File: config.mk
export PLATFORM = sky130hd
export DESIGN_NAME = ex_wb_pipe_ctrl
export DESIGN_NICKNAME = d
export VERILOG_FILES = /design/src/rtl/ex_wb_pipe_ctrl.sv
export SDC_FILE = /design/constraint.sdc
export NUM_CORES = 1
export LEC_CHECK = 0
export ABC_AREA = 1
export CAP_MARGIN = 20
export CORE_AREA = 4 4 140 142
export DETAILED_ROUTE_END_ITERATION = 16
export DIE_AREA = 0 0 144 146
export GPL_TIMING_DRIVEN = 0
export PLACE_DENSITY = 0.73
export SLEW_MARGIN = 20
export SYNTH_ARGS = -nofsm -noshare
export SYNTH_HDL_FRONTEND = slang
export SYNTH_SLANG_ARGS = --single-unit
File: constraint.sdc
create_clock -name clk -period 2.8 [get_ports clk]
set_input_delay 0.28 -clock clk [delete_from_list [all_inputs] [get_ports clk]]
set_output_delay 0.28 -clock clk [all_outputs]
set_load 0.1 [all_outputs]
File: src/rtl/ex_wb_pipe_ctrl.sv
// Execute-to-Writeback pipeline register with data-memory handshake control.
// Memory ops stall E until dmem_ack or until MAX_WAIT wait cycles elapse.
module ex_wb_pipe_ctrl #(
   parameter int unsigned MAX_WAIT  = 15,
   parameter logic [31:0] NOP_INSTR = 32'h0000_0013
) (
   input  logic        clk,
   input  logic        rst,
   input  logic [31:0] instruction_e,
   input  logic [31:0] pc_e,
   input  logic [31:0] alu_out_e,
   input  logic [31:0] rdata2_e,
   input  logic        reg_wr_e,
   input  logic        br_taken_e,
   input  logic        dmem_ack,
   input  logic [31:0] dmem_rdata,
   output logic        dmem_req,
   output logic        dmem_we,
   output logic [31:0] dmem_addr,
   output logic [31:0] dmem_wdata,
   output logic [31:0] instruction_w,
   output logic [31:0] pc_w,
   output logic [31:0] alu_out_w,
   output logic [31:0] rdata_w,
   output logic        reg_wr_w,
   output logic        stall,
   output logic        flush,
   output logic        mem_err
);

   localparam int unsigned      CntW   = (MAX_WAIT > 0) ? $clog2(MAX_WAIT + 1) : 1;
   localparam logic [CntW-1:0] CntMax = CntW'(MAX_WAIT);

   localparam logic [6:0] OpLoad   = 7'b0000011;
   localparam logic [6:0] OpStore  = 7'b0100011;
   localparam logic [6:0] OpBranch = 7'b1100011;
   localparam logic [6:0] OpJal    = 7'b1101111;
   localparam logic [6:0] OpJalr   = 7'b1100111;

   typedef enum logic {StIdle, StWait} state_e;

   state_e          state_q;
   logic [CntW-1:0] cnt_q;

   logic [6:0] opcode;
   logic       is_load, is_store, is_mem, is_branch, is_jump;
   logic       timeout, advance, reg_wr_nxt;

   assign opcode    = instruction_e[6:0];
   assign is_load   = (opcode == OpLoad);
   assign is_store  = (opcode == OpStore);
   assign is_mem    = is_load | is_store;
   assign is_branch = (opcode == OpBranch);
   assign is_jump   = (opcode == OpJal) | (opcode == OpJalr);

   // E stays frozen while stalled, so the request simply follows the E opcode.
   always_comb begin
      dmem_req = 1'b0;
      stall    = 1'b0;
      timeout  = 1'b0;
      if (!rst && is_mem) begin
         dmem_req = 1'b1;
         if (!dmem_ack) begin
            if (state_q == StWait && cnt_q == CntMax) begin
               timeout = 1'b1;
            end else begin
               stall = 1'b1;
            end
         end
      end
   end

   assign dmem_we    = dmem_req & is_store;
   assign dmem_addr  = alu_out_e;
   assign dmem_wdata = rdata2_e;
   assign flush      = !rst && !stall && ((is_branch && br_taken_e) || is_jump);
   assign advance    = !rst && !stall && !timeout;
   assign reg_wr_nxt = reg_wr_e && !is_store && !is_branch && (instruction_e[11:7] != 5'd0);

   always_ff @(posedge clk) begin
      if (rst) begin
         state_q <= StIdle;
         cnt_q   <= '0;
      end else begin
         unique case (state_q)
            StIdle: begin
               if (stall) begin
                  state_q <= StWait;
                  cnt_q   <= CntW'(1);
               end
            end
            StWait: begin
               if (stall) begin
                  cnt_q <= cnt_q + CntW'(1);
               end else begin
                  state_q <= StIdle;
                  cnt_q   <= '0;
               end
            end
         endcase
      end
   end

   // Stalled or aborted cycles insert a bubble so no writeback is repeated.
   always_ff @(posedge clk) begin
      if (rst) begin
         instruction_w <= NOP_INSTR;
         pc_w          <= '0;
         alu_out_w     <= '0;
         rdata_w       <= '0;
         reg_wr_w      <= 1'b0;
      end else if (advance) begin
         instruction_w <= instruction_e;
         pc_w          <= pc_e;
         alu_out_w     <= alu_out_e;
         reg_wr_w      <= reg_wr_nxt;
         if (is_load) begin
            rdata_w <= dmem_rdata;
         end
      end else begin
         instruction_w <= NOP_INSTR;
         reg_wr_w      <= 1'b0;
      end
   end

   always_ff @(posedge clk) begin
      if (rst) begin
         mem_err <= 1'b0;
      end else if (timeout) begin
         mem_err <= 1'b1;
      end
   end

endmodule

* After elaboration in Yosys (flattened, before gate mapping)
Index checks and enable logic that the tools add are counted.
Storage, ports and cells: register bits 135, bits of input ports 165, output and inout bits 198, word-level logic and storage cells 50
Operators by class: add/subtract/negate cells 1, equal/unequal tests 7, muxes and demuxes 11, bitwise operators 5, reduce and logical (&&, ||, !) cells 18
Operator list (number):
- equality test 7 bit, second input constant | 3
- logical AND 1 bit | 9
- 2-to-1 mux 1 bit | 8
- 2-to-1 mux 4 bit | 2
- case mux 4 bit (2 select lines) | 1
- equality test 7 x 2 -> 1 bit, second input constant | 1
- equality test 7 x 6 -> 1 bit, second input constant | 1
- zero test 1 bit | 5
- nonzero test 5 bit | 1
- adder 4 x 1 -> 4 bit, second input constant | 1
- equality test 4 bit, second input constant | 1
- inequality test 2 bit, second input constant | 1
- inverter 1 bit | 2
- bitwise OR 1 bit | 2
- AND reduction 2 bit | 1
- OR reduction 2 bit | 1
- bitwise AND 1 bit | 1
- logical OR 1 bit | 1

* Logic depth before layout (Yosys ltp)
Gate-level depths: netlist (run 1).
word-level depth 10, gate-level depth with buffers 11, depth with buffers taken out 10

* Worst setup path after synthesis (run 1)
OpenSTA, ideal clock, no wires.
path kind input-to-output, from input port rst, to output port flush, arrival time 3587 ps, data required time 2520 ps, slack -1067 ps, stages 4, path buffers 1, cells stage by stage inv_1 > clkbuf_1 > nand2_1 > nor4_1
Between the ends: cells in the longest elaborated chain, start to end 6
Ends and longest elaborated chain:
- from (decl) | line 8 | input logic rst,
- zero test 1 bit * | line 61, 76
- logical AND 1 bit | line 61 | if (!rst && is_mem) begin
- 2-to-1 mux 1 bit | line 61
- zero test 1 bit | line 76 | assign flush = !rst && !stall && ((is_branch && br_taken_e) || is_jump);
- logical AND 1 bit * (2 in series) | line 76
- to (decl) | line 27 | output logic flush,
Mark *: on every way between the ends. The rest lies on a longest branch, timed or not.

* Worst setup path in the final report (run 1)
from input port instruction_e[1], to output port stall
Between the ends: cells in the longest elaborated chain, start to end 4, elaborated cells between the ends (all ways) 5, those cells by class eq/ne (2); mux (1); bitwise (1); reduce/logical (1)
Ends and longest elaborated chain:
- from (decl) | line 9 | input logic [31:0] instruction_e,
- equality test 7 x 2 -> 1 bit or equality test 7 x 6 -> 1 bit (tied branches) | line 50, 51
- bitwise OR 1 bit * | line 52 | assign is_mem = is_load | is_store;
- logical AND 1 bit * | line 61
- 2-to-1 mux 1 bit * | line 61
- to (decl) | line 26 | output logic stall,
Marked as above.

==> summary.md, run 1 <==
| Metric | Value |
|---|---|
| Status | finished clean |
| Slowest cell delay on critical path | 470 ps |
| Fin. Hold Viols | 0 |
| Antenna violations before repair | 0 |
| Syn_nets | 805 |
| H-tree levels | 4 |
| DP Cell Count | 1203 |
| Clk sinks | 135 |
| Starting Density | 27.7% |
| Vias per cell | 4.23 |
| Post-Synthesis Cells | 639 |
| Final Cell Area | 9310 um2 |
| Final max-slew violation count | 0 |
| Port Buf Inserts | 330 |
| Hold path endpoint | instruction_w[21]$_SDFF_PP0_ |
| Total inserted antenna cells | 0 |
| Top cell by count, worst path | nand2_1 |
| Clk slew on worst S/H paths | 50 ps |
| Non-Filler Instances | 1234 |
| Initial drt markers | 181 |
| Final-layout fill cell count | 1803 |
| DIE HEIGHT | 146 um |
| Vias in the first global route | 5133 |
| Distinct cell type count after synthesis | 24 |
| Setup CP Type | in -> out |
| Mapped Area | 5110 um2 |
| Fmax | 383 MHz |
| Post-CTS setup buffer count | 0 |
| Min-delay worst type | in -> reg |
| Min Tclk post-route | 2610 ps |
| Via Count | 5223 |
| Drt first pass iters | 5 |
| GRT overflow | 0 |
| DRC viols | 0 |
| Clock Latency Late Sink | 410 ps |
| Finished Core Util | 50.4% |
| PD cells | 626 nW/um2 |
| Synth Warn # | 0 |
| WHS Path Cells | 3 |
| Core area | 18500 um2 |
| Slew @ Worst Pin | 1040 ps |
| Maxcap violations | 0 |
| Worst hold start | instruction_e[21] |
| Pin count of the biggest net entering global routing | 17 |
| IO Count | 363 |
| CP Cell Sequence | clkdlybuf4s50_1 > nand2_1 > nor2_2 > nand2_1 > nand2_1 > nand3_4 > buf_4 > buf_2 > a31oi_2 > buf_6 |
| Crit. End Element | output pin |
| Req. time, crit path | 2520 ps |
| Reg-to-reg slack, setup | 1320 ps |
| First-pass GRT wire length | 27.2 mm |
| Slowest CP cell | clkdlybuf4s50_1 |
| Fraction of layout cells with a size suffix above 1 | 12.5% |
| Post-synthesis sequential area ratio | 52.9% |
| Syn_area_per_cell | 8.00 um2 |
| Worst vdd ir | 385 uV |
| Routed len/inst | 14.7 um |
| Crit path DAT | 2330 ps |
| TritonCTS Buffers | 17 |
| Static Leak | 4.08 nW |
| Post-Route WL | 18.2 mm |
| Rows | 50 |
| Setup Skew | 5.67 ps |
| Max FO, Critical Path | 10 |
| Setup Viol. Count Final | 0 |
| Post-DP HPWL | 14.4 mm |
| Fin crit share | 93.3% |
| Gr usage total | 16.7% |
| Layout Nets | 1154 |
| Post-DP Area | 8720 um2 |
| Critical R2R Capture | cnt_q[3]$_SDFFE_PP0P_ |
| RSZ-0062 raised after global routing | false |
| Flop and latch count out of synthesis | 135 |
| Final GP Congestion | 0.809 |
| Chip Width | 144 um |
| Post-route ant nets | 0 |
| Crit Reg-Reg Startpoint | cnt_q[0]$_SDFFE_PP0P_ |
| Clock buffer depth | 2 |
| Die area | 21000 um2 |
| Root Buffer | clkbuf_16 |
| CTS tree | done |
| Startpoint types | input port |
| Register-to-Register Path Depth | 8 |
| Rel. slew slack | 30.5% |
| Synth-to-Final Area Change | 82.0% |
==> where the power goes <==
part	internal (mW)	leakage [nW]	switching, mW
logic	0.458	2.69	1.12
registers	2.00	1.11	0.0329
clock network	1.40	0.282	0.813
==> metal layers <==
metal	up-vias	part of all wire, %	routed length (um)	global-route usage [%]
li1	2656	-	-	-
met1	2321	37	6670	17.4
met2	234	51	9240	29.7
met3	12	12	2090	7.95
met4	0	0.85	154	4.80
met5	-	0	0	0
==> cell type report <==
| cell class | instances | area [um2] | share of cell area (%) |
|---|---|---|---|
| Buffer | 99 | 674 | 7.25 |
| Clock buffer | 24 | 492 | 5.28 |
| Clock inverter | 7 | 93.8 | 1.01 |
| Inverter | 39 | 146 | 1.57 |
| Multi-Input combinational cell | 366 | 1610 | 17.3 |
| Sequential cell | 135 | 2700 | 29.0 |
| Tap cell | 234 | 293 | 3.15 |
| Timing Repair Buffer | 330 | 3300 | 35.4 |
==> layout by cell type (no fill, tap or decap), types with 2 or more instances in the layout <==
master           netlist  routed
nand3_1               74      74
clkdlybuf4s50_1        0     326
inv_2                  3       3
buf_2                 11      11
nand2_1              181     181
buf_1                  4       4
bufinv_16              0       2
clkbuf_1              12      15
o21a_1                 2       2
dfxtp_1              135     135
o21ai_0                2       2
clkbuf_8               0       4
nor2_1                40      40
clkbuf_16              0      17
buf_4                 67      67
a21oi_1               55      55
or2_2                  2       2
clkinv_2               0       2
buf_6                  5       6
inv_1                 36      36
clkinvlp_4             0       2
clkbuf_2               0       2
==> worst max-delay path by stage <==
stage | from | endpoint | slack (ps) | cells after the start
global route | rst | flush | 8 | 6
floorplan | rst | flush | 70 | 4
detailed placement | instruction_e[1] | stall | -870 | 10
global placement | instruction_e[0] | stall | -840 | 10
finish | instruction_e[1] | stall | 190 | 10
CTS | rst | dmem_we | 3 | 6
==> metrics by stage <==
stage / setup TNS (ps) / total power, mW / hold slack, ps / setup slack (ps)
floorplan: 0 / 3.18 / 383 / 72.0
global placement: -1680 / 3.65 / 436 / -837
detailed placement: -1820 / 3.66 / 438 / -867
CTS: 0 / 5.90 / 362 / 2.60
global route: 0 / 6.03 / 369 / 8.03
finish: 0 / 5.82 / 383 / 187
==> registers in the layout, summed over array words and instances (netlist names) <==
name	flops
reg_wr_w	1
mem_err	1
pc_w	32
rdata_w	32
cnt_q	4
instruction_w	32
state_q	1
alu_out_w	32
==> what timing repair did <==
action / in CTS / in global routing
hold buffers: 0 / 0
pin swaps: 0 / 0
resized for setup: 13 / 5
endpoints found under the setup margin: 4 / 3
==> synth_stat cells, drive strengths merged <==
| cell type | instances | area, um2 |
|---|---|---|
| nand2 | 182 | 686 |
| dfxtp | 135 | 2700 |
| buf | 87 | 629 |
| nand3 | 75 | 380 |
| a21oi | 55 | 275 |
| nor2 | 41 | 156 |
| inv | 39 | 146 |
| clkbuf | 12 | 45.0 |
| a31oi | 2 | 12.5 |
| o21a | 2 | 15.0 |
| o21ai | 2 | 10.0 |
| or2 | 2 | 12.5 |
| ha | 1 | 12.5 |
| nor3 | 1 | 5.00 |
| nor4 | 1 | 6.26 |
| o311ai | 1 | 8.76 |
| xor2 | 1 | 8.76 |
==> worst max-delay path, delay by kind of cell <==
family / cells / cell delay, ps
buffers and inverters: 4 / 1170
AOI/OAI and AO/OA: 1 / 180
and+or+nand+nor: 5 / 680
==> cell families after synthesis <==
logic type                 synth area share (%)
buffers and inverters                      16.1
adders and majority gates                 0.245
AOI/OAI and AO/OA                          6.29
DFF                                        52.9
and+or+nand+nor                            24.4
xor gates and xnor gates                  0.171
No activity file was read; power rests on OpenSTA's default activity.
==> inputs of run 2 (changes only) <==
--- a/config.mk
+++ b/config.mk
@@ -10,6 +10,7 @@
 export CORE_AREA = 4 4 140 142
 export DETAILED_ROUTE_END_ITERATION = 16
 export DIE_AREA = 0 0 144 146
+export GPL_ROUTABILITY_DRIVEN = 0
 export GPL_TIMING_DRIVEN = 0
 export PLACE_DENSITY = 0.73
 export SLEW_MARGIN = 20
==> results of run 2 <==
The final DEF is identical to that of run 1; final timing and power are the same.
